### config.mk
export PLATFORM = sky130hd
export DESIGN_NAME = regfile_alu_datapath
export DESIGN_NICKNAME = d
export VERILOG_FILES = /design/src/rtl/regfile_alu_datapath.sv
export SDC_FILE = /design/constraint.sdc
export NUM_CORES = 1
export LEC_CHECK = 0
export ABC_AREA = 0
export CAP_MARGIN = 20
export CORE_UTILIZATION = 64
export DETAILED_ROUTE_END_ITERATION = 10
export GPL_TIMING_DRIVEN = 0
export PLACE_DENSITY = 0.87
export REMOVE_ABC_BUFFERS = 1
export SETUP_SLACK_MARGIN = 0.2
export SYNTH_ARGS = -nofsm -noshare
export SYNTH_HDL_FRONTEND = slang
export SYNTH_SLANG_ARGS = --single-unit
### constraint.sdc
create_clock -name clk -period 12.9 [get_ports clk]
set_clock_uncertainty 0.15 [all_clocks]
set_input_delay 3.87 -clock clk [delete_from_list [all_inputs] [get_ports clk]]
set_output_delay 3.87 -clock clk [all_outputs]
set_load 0.02 [all_outputs]
### src/rtl/regfile_alu_datapath.sv
// Register file + ALU datapath: lane-selected register writes, two read ports, registered Y/flag.
// Latency: single-cycle ops give out_valid the next cycle; MUL gives out_valid DATA_W cycles after issue.
// Backpressure: ready low while MUL runs or wen is high; a start while not ready is dropped.
module regfile_alu_datapath #(
    parameter int DATA_W   = 8,
    parameter int NB_REGS  = 16,
    parameter int NB_LANES = 8,
    parameter int AW       = $clog2(NB_REGS),
    parameter int SW       = $clog2(NB_LANES)
) (
    input  logic                         clk,
    input  logic                         rst,
    input  logic [NB_LANES*DATA_W-1:0]   in_port,
    input  logic [SW-1:0]                sel,
    input  logic                         wen,
    input  logic [AW-1:0]                wa,
    input  logic [AW-1:0]                raa,
    input  logic [AW-1:0]                rab,
    input  logic [2:0]                   op,
    input  logic                         start,
    output logic                         ready,
    output logic [DATA_W-1:0]            out_port,
    output logic                         out_valid,
    output logic                         flag
);
    localparam int CW = $clog2(DATA_W);

    typedef enum logic [2:0] {
        OP_ADD  = 3'b000,
        OP_SUB  = 3'b001,
        OP_CMP  = 3'b010,
        OP_AND  = 3'b011,
        OP_OR   = 3'b100,
        OP_XOR  = 3'b101,
        OP_MUL  = 3'b110,
        OP_PASS = 3'b111
    } op_e;

    typedef enum logic {S_IDLE, S_MUL} state_e;

    typedef struct packed {
        logic [2*DATA_W-1:0] acc;
        logic [2*DATA_W-1:0] mcand;
        logic [DATA_W-1:0]   mplier;
        logic [CW-1:0]       cnt;
    } mul_t;

    logic [DATA_W-1:0]   regs [NB_REGS];
    state_e              state;
    mul_t                mul;

    logic [DATA_W-1:0]   lane_dat;
    logic                lane_ok;
    logic [DATA_W-1:0]   opa, opb;
    logic [DATA_W:0]     add_w, sub_w;
    logic [DATA_W-1:0]   alu_y;
    logic                alu_flag;
    logic [2*DATA_W-1:0] mul_sum;
    logic                issue;

    always_comb begin
        lane_dat = '0;
        for (int k = 0; k < NB_LANES; k++) begin
            if (int'(sel) == k) lane_dat = in_port[k*DATA_W +: DATA_W];
        end
    end
    assign lane_ok = int'(sel) < NB_LANES;

    assign opa   = regs[raa];
    assign opb   = regs[rab];
    assign ready = (state == S_IDLE) && !wen;
    assign issue = start && ready;

    assign add_w = {1'b0, opa} + {1'b0, opb};
    assign sub_w = {1'b0, opa} - {1'b0, opb};

    always_comb begin
        alu_y    = out_port;
        alu_flag = 1'b0;
        case (op_e'(op))
            OP_ADD:  begin alu_y = add_w[DATA_W-1:0]; alu_flag = add_w[DATA_W]; end
            OP_SUB:  begin alu_y = sub_w[DATA_W-1:0]; alu_flag = sub_w[DATA_W]; end
            OP_CMP:  alu_flag = (opa == opb);
            OP_AND:  begin alu_y = opa & opb; alu_flag = ~|(opa & opb); end
            OP_OR:   begin alu_y = opa | opb; alu_flag = ~|(opa | opb); end
            OP_XOR:  begin alu_y = opa ^ opb; alu_flag = ~|(opa ^ opb); end
            OP_PASS: alu_y = opa;
            default: alu_flag = 1'b0;
        endcase
    end

    // Partial product for the current multiplier bit; bit 0 is folded in at issue.
    assign mul_sum = mul.acc + (mul.mplier[0] ? mul.mcand : '0);

    always_ff @(posedge clk or posedge rst) begin
        if (rst) begin
            for (int i = 0; i < NB_REGS; i++) regs[i] <= '0;
            state     <= S_IDLE;
            mul       <= '0;
            out_port  <= '0;
            flag      <= 1'b0;
            out_valid <= 1'b0;
        end else begin
            out_valid <= 1'b0;
            if (wen && lane_ok) regs[wa] <= lane_dat;
            case (state)
                S_IDLE: begin
                    if (issue) begin
                        if (op_e'(op) == OP_MUL) begin
                            state      <= S_MUL;
                            mul.acc    <= opb[0] ? {{DATA_W{1'b0}}, opa} : '0;
                            mul.mcand  <= {{DATA_W{1'b0}}, opa} << 1;
                            mul.mplier <= opb >> 1;
                            mul.cnt    <= CW'(1);
                        end else begin
                            out_port  <= alu_y;
                            flag      <= alu_flag;
                            out_valid <= 1'b1;
                        end
                    end
                end
                S_MUL: begin
                    mul.acc    <= mul_sum;
                    mul.mcand  <= mul.mcand << 1;
                    mul.mplier <= mul.mplier >> 1;
                    mul.cnt    <= mul.cnt + CW'(1);
                    if (mul.cnt == CW'(DATA_W-1)) begin
                        out_port  <= mul_sum[DATA_W-1:0];
                        flag      <= |mul_sum[2*DATA_W-1:DATA_W];
                        out_valid <= 1'b1;
                        state     <= S_IDLE;
                    end
                end
                default: state <= S_IDLE;
            endcase
        end
    end
endmodule

==> impl_metrics.csv <==
group,metric,value,unit
setup_path,cpMostUsedCell,"clkdlybuf4s50_1",
setup_path,endpoint_kind,"output pin",
worst_hold_path,hold_start,"mul[27]$_DFFE_PP0P_",
routing,postRouteAntennaNets,0,
setup_path,path_depth,3,
routing,wl_per_cell,20.9,µm
setup_path,crit_buf_inv,2,
worst_hold_path,hold_depth,2,
routing,wl_met2,14700,µm
logic_synthesis,synth_edf_count,0,
routing,viasPerCell,6.69,
cts,clock_sinks,180,
global_routing,grt_pass1_wl,47200,µm
global_routing,grt_max_degree,111,
sta,setup-tns-final,0,ns
die,start_util,65.3,%
routing,drc_errors,0,
logic_synthesis,syn_area,11200,µm²
logic_synthesis,synth-seq-area-share,40.2,%
setup_path,start_kind,"input pin",
logic_synthesis,yosysTopAreaCellShare,40.2,%
cts,clk_pin_slew,0.07,ns
routing,finalWirelength,29000,µm
sta,hold_violations,0,
logic_synthesis,synthTopCellsByCount,"180 x dfrtp_1, 124 x nor2_1, 122 x a21oi_1, 119 x nand2_1, 107 x o21ai_0",
global_routing,grt_pass1_vias,9173,
die,die_x,134,µm
cts,clockRootBuffer,"clkbuf_16",
placement,placed_cells,1354,
setup_path,critPathSlowestCell,"clkdlybuf4s50_1",
global_routing,track_usage,34.2,%
finish,drive_above_1_share,12.1,%
cts,htreeDepth,4,
sta,tightest_slew,1.32,ns
sta,finalMaxSlewViolations,0,
cts,cts_hold_buf,0,
run_status,status,"finished, final reports clean",
placement,place.gp.congestion,0.933,
worst_hold_path,hold_path_class,"flip-flop to flip-flop",
logic_synthesis,ys_seq_elements,180,
cts,cts.path.max_buffers,2,
finish,final_nets,1282,
cts,clk_latency,0.43,ns
global_routing,antenna_found_initial,0,
logic_synthesis,postSynthCellCount,1103,
sta,finalCriticalPeriod,9.34,ns
cts,ctsResizeCount,0,
routing,vias,9311,
setup_path,worst-path-max-fanout,4,
sta,setup_viol,0,
power_and_ir_drop,power_density,173,nW/µm²
power_and_ir_drop,ir_worst_vdd,97.4,µV
setup_path,slowest_delay,0.63,ns
routing,wl_met3,2050,µm
logic_synthesis,synth_ff_type,"dfrtp_1",
die,rows,48,
sta,fmax,107,MHz
power_and_ir_drop,p_leak,5.39,nW
routing,wl_met1,11100,µm
finish,num_antenna_cells,0,
routing,drt-pass1-iter-count,5,
placement,dp_hpwl,20500,µm
die,core,17200,µm²
logic_synthesis,synth_top_area_cell,"dfrtp_1",
logic_synthesis,yosys_warnings,0,
setup_path,crit_required,8.88,ns
sta,relSlewSlack,12.3,%
cts,cts_buffers,17,
placement,portBuffers,96,
setup_path,crit_type,"input pin to output pin",
setup_path,worstSetupStartpoint,"wen",
placement,placed_area,12200,µm²
logic_synthesis,synth_cell_type_count,70,
routing,dr.max_layer_used,"met4",
cts,cts_tree,"done",
run,max-cap-violations,0,
setup_path,cp_cell_sequence,"clkdlybuf4s50_1 -> nor2_1 -> clkdlybuf4s50_1",
setup_path,cp_top_family,"buffers and inverters",
finish,area_growth,14.2,%
logic_synthesis,synthTopCellsByArea,"dfrtp_1 40%, mux4_2 16%, a21oi_1 5.4%",
logic_synthesis,yosys.cell_count.top_type,"dfrtp_1",
die,ioPinCount,97,
sta,rsz0062_at_grt,"false",
logic_synthesis,avgSynthCellArea,10.2,µm²
setup_path,r2r-start,"regs[0]$_DFFE_PP0P_",
global_routing,grt_remaining_overflow,0,
routing,drt_iter0_drc,1118,
setup_path,r2r_cells,12,
logic_synthesis,async_flop_share,100,%
setup_path,cp.arrival,5.32,ns
finish,finalNonFillerCells,1391,
cts,post_cts_buffers,0,
die,die_area,18100,µm²
die,die_y,134,µm
finish,stdcell_area,12800,µm²
sta,fin_crit_sh,72.4,%
[registers in the layout, indices dropped and copies added, names as in the netlist]
register	cells
mul	41
regs	128
out_valid	1
state	1
out_port	8
flag	1
[metal layers]
metal  track usage (%)  vias to the layer above
met2              58.7                      518
li1                  -                     4149
met1              42.5                     4547
met3              6.12                       97
met5                 0                        -
met4              15.9                        0
[through the flow]
| step | worst slack [ns] | power (W) | hold WS [ns] | util (%) |
|---|---|---|---|---|
| final | 3.56 | 0.00222 | 0.334 | 74.6 |
| after CTS | 3.59 | 0.00221 | 0.338 | 74.3 |
| after global placement | 1.68 | 0.00163 | 0.311 | 70.1 |
| after floorplan | 3.99 | 0.00139 | 0.299 | - |
| after global routing | 3.51 | 0.00234 | 0.359 | 74.6 |
| after detailed placement | 3.60 | 0.00168 | 0.322 | 70.9 |
[path summary, 6_finish.rpt]
kind / end / slack, ns
max in group asynchronous: state$_DFF_PP0_ / 7.94
min reg2reg: mul[27]$_DFFE_PP0P_ / 0.33
min in group asynchronous: regs[105]$_DFFE_PP0P_ / 3.74
max reg2reg: flag$_DFFE_PP0P_ / 9.08
min: mul[27]$_DFFE_PP0P_ / 0.33
max: ready / 3.56
[logic make-up after synthesis]
group	after synthesis	share of synthesized area [%]
compound gates	317	16.7
xor+xnor	16	1.25
fa+ha+maj	43	5.00
buf+inv	119	5.02
flops	180	40.2
mux	105	19.5
simple gates	323	12.4
[worst min-delay path: stages (launching register included)]
cell and delay (ns):
dfrtp_1 0.35, nand2_1 0.05, o31ai_1 0.06
[final cells by class]
class | instances | area [µm²]
Clock buffer | 19 | 443
Timing Repair Buffer | 111 | 1120
Clock inverter | 13 | 151
Fill cell | 1144 | 4370
Multi-Input combinational cell | 804 | 6150
Inverter | 39 | 154
Tap cell | 225 | 282
Sequential cell | 180 | 4510
[power breakdown]
part	internal, W	switching (W)
logic	0.000387	0.000456
registers	0.000721	0.000131
clock network	0.000293	0.000231
total	0.00140	0.000818
[cells in the final DEF (no fill, tap or decap), types with 4 or more instances in the layout]
cell,synthesis,layout
nand4_1,4,4
and2_1,16,16
mux4_2,79,79
clkinvlp_4,0,4
mux2i_1,16,16
nor4_1,5,5
buf_4,2,8
inv_1,38,37
mux4_1,8,8
a22o_1,7,7
nor3_1,13,13
nand2_1,119,119
clkbuf_16,0,17
a22oi_1,11,11
ha_1,40,40
dfrtp_1,180,179
clkdlybuf4s50_1,0,92
o22ai_1,5,5
nand3_1,16,15
xor2_1,6,6
buf_2,8,4
xnor2_1,10,10
a211oi_1,6,6
a21o_1,4,4
nand2b_1,6,6
nor2b_1,7,7
o21ai_0,107,107
a21oi_1,122,122
nor2_1,124,124
o31ai_1,6,6
clkinv_4,0,5
o221ai_1,5,5
Note: power is estimated with default switching activity, not from simulation.
==> patch: new RTL, same settings <==
Put one more register stage on the output `flag`, with the module's reset. The value now appears one clock later. The other outputs are not delayed to match. Comments in the files are not updated.
--- a/src/rtl/regfile_alu_datapath.sv
+++ b/src/rtl/regfile_alu_datapath.sv
@@ -44,6 +44,8 @@
         logic [DATA_W-1:0]   mplier;
         logic [CW-1:0]       cnt;
     } mul_t;
+
+    logic flag_s0;
 
     logic [DATA_W-1:0]   regs [NB_REGS];
     state_e              state;
@@ -98,7 +100,7 @@
             state     <= S_IDLE;
             mul       <= '0;
             out_port  <= '0;
-            flag      <= 1'b0;
+            flag_s0   <= 1'b0;
             out_valid <= 1'b0;
         end else begin
             out_valid <= 1'b0;
@@ -114,7 +116,7 @@
                             mul.cnt    <= CW'(1);
                         end else begin
                             out_port  <= alu_y;
-                            flag      <= alu_flag;
+                            flag_s0   <= alu_flag;
                             out_valid <= 1'b1;
                         end
                     end
@@ -126,7 +128,7 @@
                     mul.cnt    <= mul.cnt + CW'(1);
                     if (mul.cnt == CW'(DATA_W-1)) begin
                         out_port  <= mul_sum[DATA_W-1:0];
-                        flag      <= |mul_sum[2*DATA_W-1:DATA_W];
+                        flag_s0   <= |mul_sum[2*DATA_W-1:DATA_W];
                         out_valid <= 1'b1;
                         state     <= S_IDLE;
                     end
@@ -135,5 +137,13 @@
             endcase
         end
     end
+    always_ff @(posedge clk or posedge rst) begin
+        if (rst) begin
+            flag <= '0;
+        end else begin
+            flag <= flag_s0;
+        end
+    end
+
 endmodule
 
Formal check against the unedited RTL: not equivalent (a bounded check fails within 4 cycles, from zero or initial values and one cycle with rst high).
==> patch against the original RTL <==
Area after synthesis rose by 0.22%; power rose by 0.77%; final cell count barely moved; combinational power fell by 2%; routed wire length rose by 4.0%; core utilization fell by 0.24 points; non-clock buffer count fell by 1; sequential cell count rose by 1; register-to-register slack got worse by 0.10 ns; worst setup slack got worse by 0.028 ns; sequential share of layout area rose by 0.19 points; final area barely moved; die area rose by 0.22%; highest routed layer unchanged.
==> patch: results (changes against the original RTL) <==
Via density: 6.81 (+1.7%)
syn_area_per_cell: 10.2 um^2 (+0.13%)
synth top area cells: dfrtp_1 40%, mux4_2 16%, a21oi_1 5.4%
filler cell count: 1132 (-1.0%)
top cells by count, synth: 181 x dfrtp_1, 124 x nor2_1, 122 x a21oi_1
Yosys warning total: 0 (unchanged)
register area share after synthesis: 0.403 (+0.00133)
# resized after CTS: 0 (unchanged)
TritonCTS Buffers: 17 (unchanged)
gpl congestion: 0.968 (+3.8%)
Leakage: 5.40 nW (+0.22%)
DP Area: 12200 um^2 (about the same)
Max Root-Sink Buffers: 2 (unchanged)
DRT antenna net count: 0 (unchanged)
root buf cell: clkbuf_16
vias in the first global route: 9512 (+3.7%)
layout cells sized above 1: 0.118 (-0.00333)
worst path arrival time: 5.34 ns (+0.02 ns)
Nets: 1282 (unchanged)
status: complete, no violations
Placed Cells: 1353 (-0.074%)
WL final: 30200 um (+4.0%)
Least-Margin Pin Slew: 1.41 ns (+0.0950 ns)
first-pass GRT wire length: 49000 um (+3.8%)
number of DRC markers in iteration 0: 1119 (+0.089%)
fin cells: 1390 (-0.072%)
GRT Util Overall: 0.355 (+0.0126)
## patch: final timing paths
check | start | endpoint | slack (ns) | cells past startpoint
worst min-delay path | flag_s0$_DFFE_PP0P_ | flag$_DFF_PP0_ | 0.28 | 0
worst max register to register | regs[40]$_DFFE_PP0P_ | flag_s0$_DFFE_PP0P_ | 8.98 | 12
min in group asynchronous | rst | out_port[0]$_DFFE_PP0P_ | 3.68 | 2
max in group asynchronous | rst | regs[72]$_DFFE_PP0P_ | 7.95 | 3
worst max-delay path | wen | ready | 3.54 | 3
worst min register to register | flag_s0$_DFFE_PP0P_ | flag$_DFF_PP0_ | 0.28 | 0
## patch: power by group through the flow
stage / Combinational (W) / Clock, W / Sequential, W
after floorplan: 0.000550 / 0 / 0.000842
after global placement: 0.000774 / 0 / 0.000855
after detailed placement: 0.000803 / 0 / 0.000871
after CTS: 0.000816 / 0.000534 / 0.000867
after global routing: 0.000904 / 0.000562 / 0.000891
final: 0.000830 / 0.000533 / 0.000874
## patch: area by class of cell
type,instances,share of cell area
Clock inverter,12,0.0122
Clock buffer,19,0.0338
Tap cell,225,0.0220
Inverter,39,0.0120
Multi-Input combinational cell,804,0.480
Sequential cell,181,0.354
Timing Repair Buffer,110,0.0867
## patch: kinds of logic (layout without fill, tap and decap cells)
group	after synthesis	count (layout)	synth area share
AOI/OAI and AO/OA	317	317	0.167
xor gates and xnor gates	16	16	0.0125
adders and majority gates	43	43	0.0499
buffers and inverters	119	180	0.0501
DFF	181	181	0.403
muxes	105	105	0.194
and+or+nand+nor	323	323	0.123
## patch: stage by stage
stage,setup WS (ns),utilization,hold WS (ns)
after floorplan,3.96,-,0.205
after global placement,1.64,0.700,0.268
after detailed placement,3.58,0.707,0.268
after CTS,3.56,0.741,0.283
after global routing,3.47,0.743,0.290
final,3.54,0.743,0.277
## patch: per-layer routing
layer | GRT usage | wire length, um | vias up
met5 | 0 | 0 | -
met4 | 0.183 | 1310 | 0
met3 | 0.0661 | 2240 | 123
met2 | 0.610 | 15400 | 588
met1 | 0.431 | 11200 | 4610
li1 | - | - | 4138
## patch: critical path: stages
cell,delay (ns)
clkdlybuf4s50_1,0.58
nor2_1,0.25
clkdlybuf4s50_1,0.64
